[config.mk]
export PLATFORM = sky130hd
export DESIGN_NAME = fp_int_acc
export DESIGN_NICKNAME = d
export VERILOG_FILES = /design/src/rtl/fp_int_acc.sv
export SDC_FILE = /design/constraint.sdc
export NUM_CORES = 1
export LEC_CHECK = 0
export CAP_MARGIN = 40
export CORE_MARGIN = 2
export CORE_UTILIZATION = 60
export CTS_BUF_LIST = sky130_fd_sc_hd__clkbuf_2
export DETAILED_ROUTE_END_ITERATION = 6
export PLACE_DENSITY_LB_ADDON = 0.2
export SYNTH_ARGS = -nofsm -noshare
export SYNTH_HDL_FRONTEND = slang
export SYNTH_SLANG_ARGS = --single-unit
[constraint.sdc]
create_clock -name clk -period 17.17 [get_ports clk]
set_clock_uncertainty 0.15 [all_clocks]
set_input_delay 1.717 -clock clk [delete_from_list [all_inputs] [get_ports clk]]
set_output_delay 1.717 -clock clk [all_outputs]
set_load 0.05 [all_outputs]
[src/rtl/fp_int_acc.sv]
// fp_int_acc: aligns sign/exponent/mantissa products onto a wide signed
// fixed-point scale (LSB 2^-24), accumulates a group exactly, and on the
// last beat normalizes the sum to an fp32 word behind a valid/ready port.
module fp_int_acc #(
  parameter int MANT_WIDTH = 15,
  parameter int EXP_WIDTH  = 5,
  parameter int ACC_WIDTH  = 48
) (
  input  logic                  clk,
  input  logic                  rst,
  input  logic                  in_valid,
  input  logic                  in_last,
  input  logic                  sign_in,
  input  logic [EXP_WIDTH-1:0]  exp_in,
  input  logic [MANT_WIDTH-1:0] mant_in,
  output logic                  in_ready,
  output logic                  out_valid,
  input  logic                  out_ready,
  output logic [31:0]           result,
  output logic                  ovf,
  output logic                  nan
);

  localparam int PW  = $clog2(ACC_WIDTH);
  localparam int MSB = ACC_WIDTH - 1;

  typedef enum logic [1:0] {ST_ACC, ST_NORM, ST_OUT} state_t;

  state_t                 state_q, state_d;
  logic [ACC_WIDTH-1:0]   acc_q, acc_d;
  logic                   ovf_r_q, ovf_r_d;
  logic                   ovf_sign_q, ovf_sign_d;
  logic                   nan_r_q, nan_r_d;
  logic [31:0]            result_q, result_d;
  logic                   ovf_q, ovf_d;
  logic                   nan_q, nan_d;

  logic                   exp_zero, exp_special;
  logic [ACC_WIDTH-1:0]   mag, aligned, sum;
  logic                   add_ovf;

  logic                   acc_neg;
  logic [ACC_WIDTH-1:0]   acc_abs, acc_norm;
  logic [PW-1:0]          lead;
  logic [7:0]             fp_exp;
  logic [22:0]            fp_frac;
  logic [31:0]            fp_word;

  // Align the incoming product to the accumulator scale and form the sum.
  always_comb begin
    exp_zero    = (exp_in == '0);
    exp_special = (exp_in == '1);
    mag         = '0;
    if (!exp_zero && !exp_special)
      mag = {{(ACC_WIDTH-MANT_WIDTH){1'b0}}, mant_in} << (exp_in - EXP_WIDTH'(1));
    aligned = sign_in ? -mag : mag;
    sum     = acc_q + aligned;
    add_ovf = (acc_q[MSB] == aligned[MSB]) && (sum[MSB] != acc_q[MSB]);
  end

  // Normalize the accumulator into an fp32 word, truncating the fraction.
  always_comb begin
    acc_neg = acc_q[MSB];
    acc_abs = acc_neg ? -acc_q : acc_q;
    lead    = '0;
    for (int unsigned i = 0; i < ACC_WIDTH; i++)
      if (acc_abs[i]) lead = PW'(i);
    // Shift the leading one up to the MSB so the fraction is a fixed slice.
    acc_norm = acc_abs << (PW'(MSB) - lead);
    fp_exp   = 8'(lead) + 8'd103;
    fp_frac  = acc_norm[MSB-1 -: 23];
    if (nan_r_q)
      fp_word = 32'h7FC0_0000;
    else if (ovf_r_q)
      fp_word = ovf_sign_q ? 32'hFF80_0000 : 32'h7F80_0000;
    else if (acc_q == '0)
      fp_word = '0;
    else
      fp_word = {acc_neg, fp_exp, fp_frac};
  end

  // Next-state logic.
  always_comb begin
    state_d = state_q;
    case (state_q)
      ST_ACC:  if (in_valid && in_last) state_d = ST_NORM;
      ST_NORM: state_d = ST_OUT;
      ST_OUT:  if (out_ready) state_d = ST_ACC;
      default: state_d = ST_ACC;
    endcase
  end

  // Accumulator, sticky flags and result register updates.
  always_comb begin
    acc_d      = acc_q;
    ovf_r_d    = ovf_r_q;
    ovf_sign_d = ovf_sign_q;
    nan_r_d    = nan_r_q;
    result_d   = result_q;
    ovf_d      = ovf_q;
    nan_d      = nan_q;
    case (state_q)
      ST_ACC: begin
        if (in_valid) begin
          acc_d = sum;
          if (add_ovf) begin
            ovf_r_d    = 1'b1;
            ovf_sign_d = aligned[MSB];
          end
          if (exp_special) nan_r_d = 1'b1;
        end
      end
      ST_NORM: begin
        result_d = fp_word;
        ovf_d    = ovf_r_q;
        nan_d    = nan_r_q;
      end
      ST_OUT: begin
        if (out_ready) begin
          acc_d      = '0;
          ovf_r_d    = 1'b0;
          ovf_sign_d = 1'b0;
          nan_r_d    = 1'b0;
        end
      end
      default: ;
    endcase
  end

  // State and datapath registers with synchronous reset.
  always_ff @(posedge clk) begin
    if (rst) begin
      state_q    <= ST_ACC;
      acc_q      <= '0;
      ovf_r_q    <= 1'b0;
      ovf_sign_q <= 1'b0;
      nan_r_q    <= 1'b0;
      result_q   <= '0;
      ovf_q      <= 1'b0;
      nan_q      <= 1'b0;
    end else begin
      state_q    <= state_d;
      acc_q      <= acc_d;
      ovf_r_q    <= ovf_r_d;
      ovf_sign_q <= ovf_sign_d;
      nan_r_q    <= nan_r_d;
      result_q   <= result_d;
      ovf_q      <= ovf_d;
      nan_q      <= nan_d;
    end
  end

  // Handshake outputs decoded from the state.
  always_comb begin
    in_ready  = (state_q == ST_ACC);
    out_valid = (state_q == ST_OUT);
    result    = result_q;
    ovf       = ovf_q;
    nan       = nan_q;
  end

endmodule

==> impl_metrics.json <==
{
  "status": "complete, no violations",
  "ctsResizeCount": 0,
  "dp.cells": 2182,
  "postRouteWirelength_um": 43900,
  "drv_cap": 0,
  "power.leakage_nw": 6.08,
  "routed-wl-met3_um": 3950,
  "wl_met2_um": 19100,
  "io_pins": 62,
  "total_power_w": 0.00233,
  "dp.final_hpwl_um": 33200,
  "yosysTopAreaCell": "dfxtp_1",
  "setup.worst_path.start_class": "primary input",
  "start_util_pct": 60.7,
  "crit_top_cell": "a21o_1",
  "grt_pass1_vias": 13600,
  "ys.flop_type": "dfxtp_1",
  "switching_share_pct": 57.2,
  "synth.distinct_cells": 103,
  "syn_to_final_growth_pct": 5.09,
  "syn_inst": 1923,
  "drt_iter0_drc": 1843,
  "yosysMostFrequentCell": "nand2_1",
  "rows": 56,
  "yosysTopAreaCellShare_pct": 12.3,
  "fin_setup_tns_ps": 0,
  "overflow": 0,
  "antenna_left": 0,
  "place.port_buffers": 61,
  "min_period_ps": 10050,
  "clkLatencyLatePin_ps": 640,
  "postCtsSetupBuffers": 0,
  "fin_hold_ws_ps": 328,
  "clk_pin_slew_worst_paths_ps": 300,
  "die_y_um": 157,
  "netlist_area_mm2": 0.0141,
  "antenna_found_initial": 1,
  "synthesis.nets": 2004,
  "pwr-share-clk_pct": 5.0,
  "synth-seq-cells": 87,
  "grt_setup_unrepaired": "false",
  "die_x_um": 157,
  "worst_pin_slew_ps": 951,
  "hp-class": "reg2reg",
  "synth_area_leaders": "dfxtp_1 12%, mux2i_1 10%, nand2_1 5.0%, nor2_1 4.8%, ha_1 4.8%",
  "fin_crit_sh_pct": 58.6,
  "wl_met1_um": 19800,
  "yosysWarnings": 0,
  "cts_buffers": 9,
  "grt_max_degree": 84,
  "avgSynthCellArea_um2": 7.34,
  "htree_levels": 3,
  "grt_first_pass_wirelength_um": 71600,
  "placeableCoreArea_mm2": 0.0233,
  "ctsHoldBuffers": 0,
  "cts-root-buf": "clkbuf_2",
  "synth-edff-count": 0,
  "cts_buffer_depth": 2,
  "path_max_fanout": 23,
  "clock_sinks": 87,
  "vias": 15100,
  "p_int_w": 0.000996,
  "cpMaxStageDelayCell": "ha_1",
  "finalHoldViolations": 0,
  "vdd_drop_max_mv": 0.146,
  "gp_congestion": 0.987,
  "critPathMaxStageDelay_ps": 840,
  "dr.max_layer_used": "met4",
  "setup_violations": 0,
  "vias_per_cell": 6.87,
  "power_density_mw_per_mm2": 157,
  "die_area_mm2": 0.0248,
  "post_drt_wl_per_cell_um": 20.0,
  "layoutNonFillerInstCount": 2198,
  "synthTopCellsByCount": "189 x nand2_1, 182 x nor2_1, 148 x mux2i_1",
  "cts_tree": "done",
  "final_nets": 1955,
  "seq_power_share_pct": 12.9,
  "finalMaxSlewViolations": 0,
  "p_sw_w": 0.00133,
  "crit_arrival_ps": 10490,
  "grt_util_all_layers_pct": 35.2,
  "fillers": 2233,
  "pre_cts_slack_ps": 6660,
  "worst_slack_ps": 7120,
  "async_flop_share_pct": 0,
  "ys_seq_area_share_pct": 12.3,
  "drc": 0,
  "fmax_mhz": 99.5,
  "relSlewSlack_pct": 36.1,
  "drt-pass1-iter-count": 6,
  "crit_required_ps": 17610,
  "criticalPathCategory": "in2reg",
  "worst_setup_path_end_kind": "register",
  "layout-drive-gt1-share_pct": 7.29,
  "p_comb_share_pct": 82.1
}
-- state kept, by name, indices dropped and copies added, names as in the netlist --
name	flops
ovf_sign_q	1
result	32
nan_r_q	1
state_q	2
acc_q	48
ovf_r_q	1
nan	1
ovf	1
-- metal layers --
layer / GRT usage (%) / up-vias
met5: 0 / -
met4: 11.2 / 0
met3: 5.81 / 82
met2: 52.8 / 721
met1: 51.3 / 7108
li1: - / 7188
-- worst paths after layout --
check | from | to | slack, ps | depth (start not counted)
min | nan$_SDFFE_PP0N_ | nan$_SDFFE_PP0N_ | 330 | 2
min reg2reg | nan$_SDFFE_PP0N_ | nan$_SDFFE_PP0N_ | 330 | 2
max reg2reg | acc_q[8]$_SDFFE_PP0P_ | result[21]$_SDFFE_PP0N_ | 10130 | 15
max | exp_in[0] | ovf_r_q$_SDFFE_PP0P_ | 7120 | 29
-- layout by cell type (no fill, tap or decap), types with 17 or more instances in the layout --
master,count
nor3_1,52
mux4_2,21
a31oi_1,32
or3_1,22
inv_1,46
buf_4,25
ha_1,54
nand2_1,189
nand4_1,22
o31ai_1,20
a22oi_1,47
a211oi_1,18
nor2_1,181
a21oi_1,114
mux2i_1,148
clkdlybuf4s50_1,59
xor2_1,55
nor2b_1,20
nand3_1,42
xnor2_1,59
nor4_1,23
o21ai_0,106
dfxtp_1,86
mux2_2,21
and2_1,17
a21o_1,41
-- per-stage QoR --
step | utilization [%] | instance area, µm²
floorplan | - | 14100
global placement | 62.9 | 14600
detailed placement | 63.3 | 14700
CTS | 63.8 | 14800
global route | 63.8 | 14800
finish | 63.8 | 14800
-- worst max-delay path, delay by kind of cell --
kind,cells,cell delay [ps]
buffers and inverters,2,950
adders and majority gates,2,1170
AOI/OAI and AO/OA,18,4700
and+or+nand+nor,6,1530
muxes,1,430
-- logic make-up after synthesis --
group	count (synthesis)	share of synthesized area (%)
flip-flops	87	12.3
multiplexers	194	15.9
XOR/XNOR	116	7.19
AND/OR/NAND/NOR	665	23.3
adder cells (fa/ha/maj)	55	4.93
buffers and inverters	198	6.26
AO/OA/AOI/OAI	608	30.1
-- final cells by class --
| cell class | count | area (µm²) | share of cell area, % |
|---|---|---|---|
| multi-input combinational | 1638 | 11500 | 77.7 |
| clock buffer | 9 | 45.0 | 0.303 |
| antenna | 1 | 2.50 | 0.0169 |
| timing repair buffer | 90 | 876 | 5.90 |
| clock inverter | 6 | 70.1 | 0.472 |
| inverter | 48 | 180 | 1.21 |
| sequential | 87 | 1740 | 11.7 |
| tap | 319 | 399 | 2.69 |
-- power by group through the flow --
stage	combinational, W	clock [W]	sequential, W
2_1_floorplan	0.00147	0	0.000294
4_1_cts	0.00186	0.000119	0.000297
6_report	0.00191	0.000117	0.000299
3_3_place_gp	0.00181	0	0.000300
5_1_grt	0.00206	0.000124	0.000305
3_5_place_dp	0.00185	0	0.000302
No activity file was read; power rests on OpenSTA's default activity.
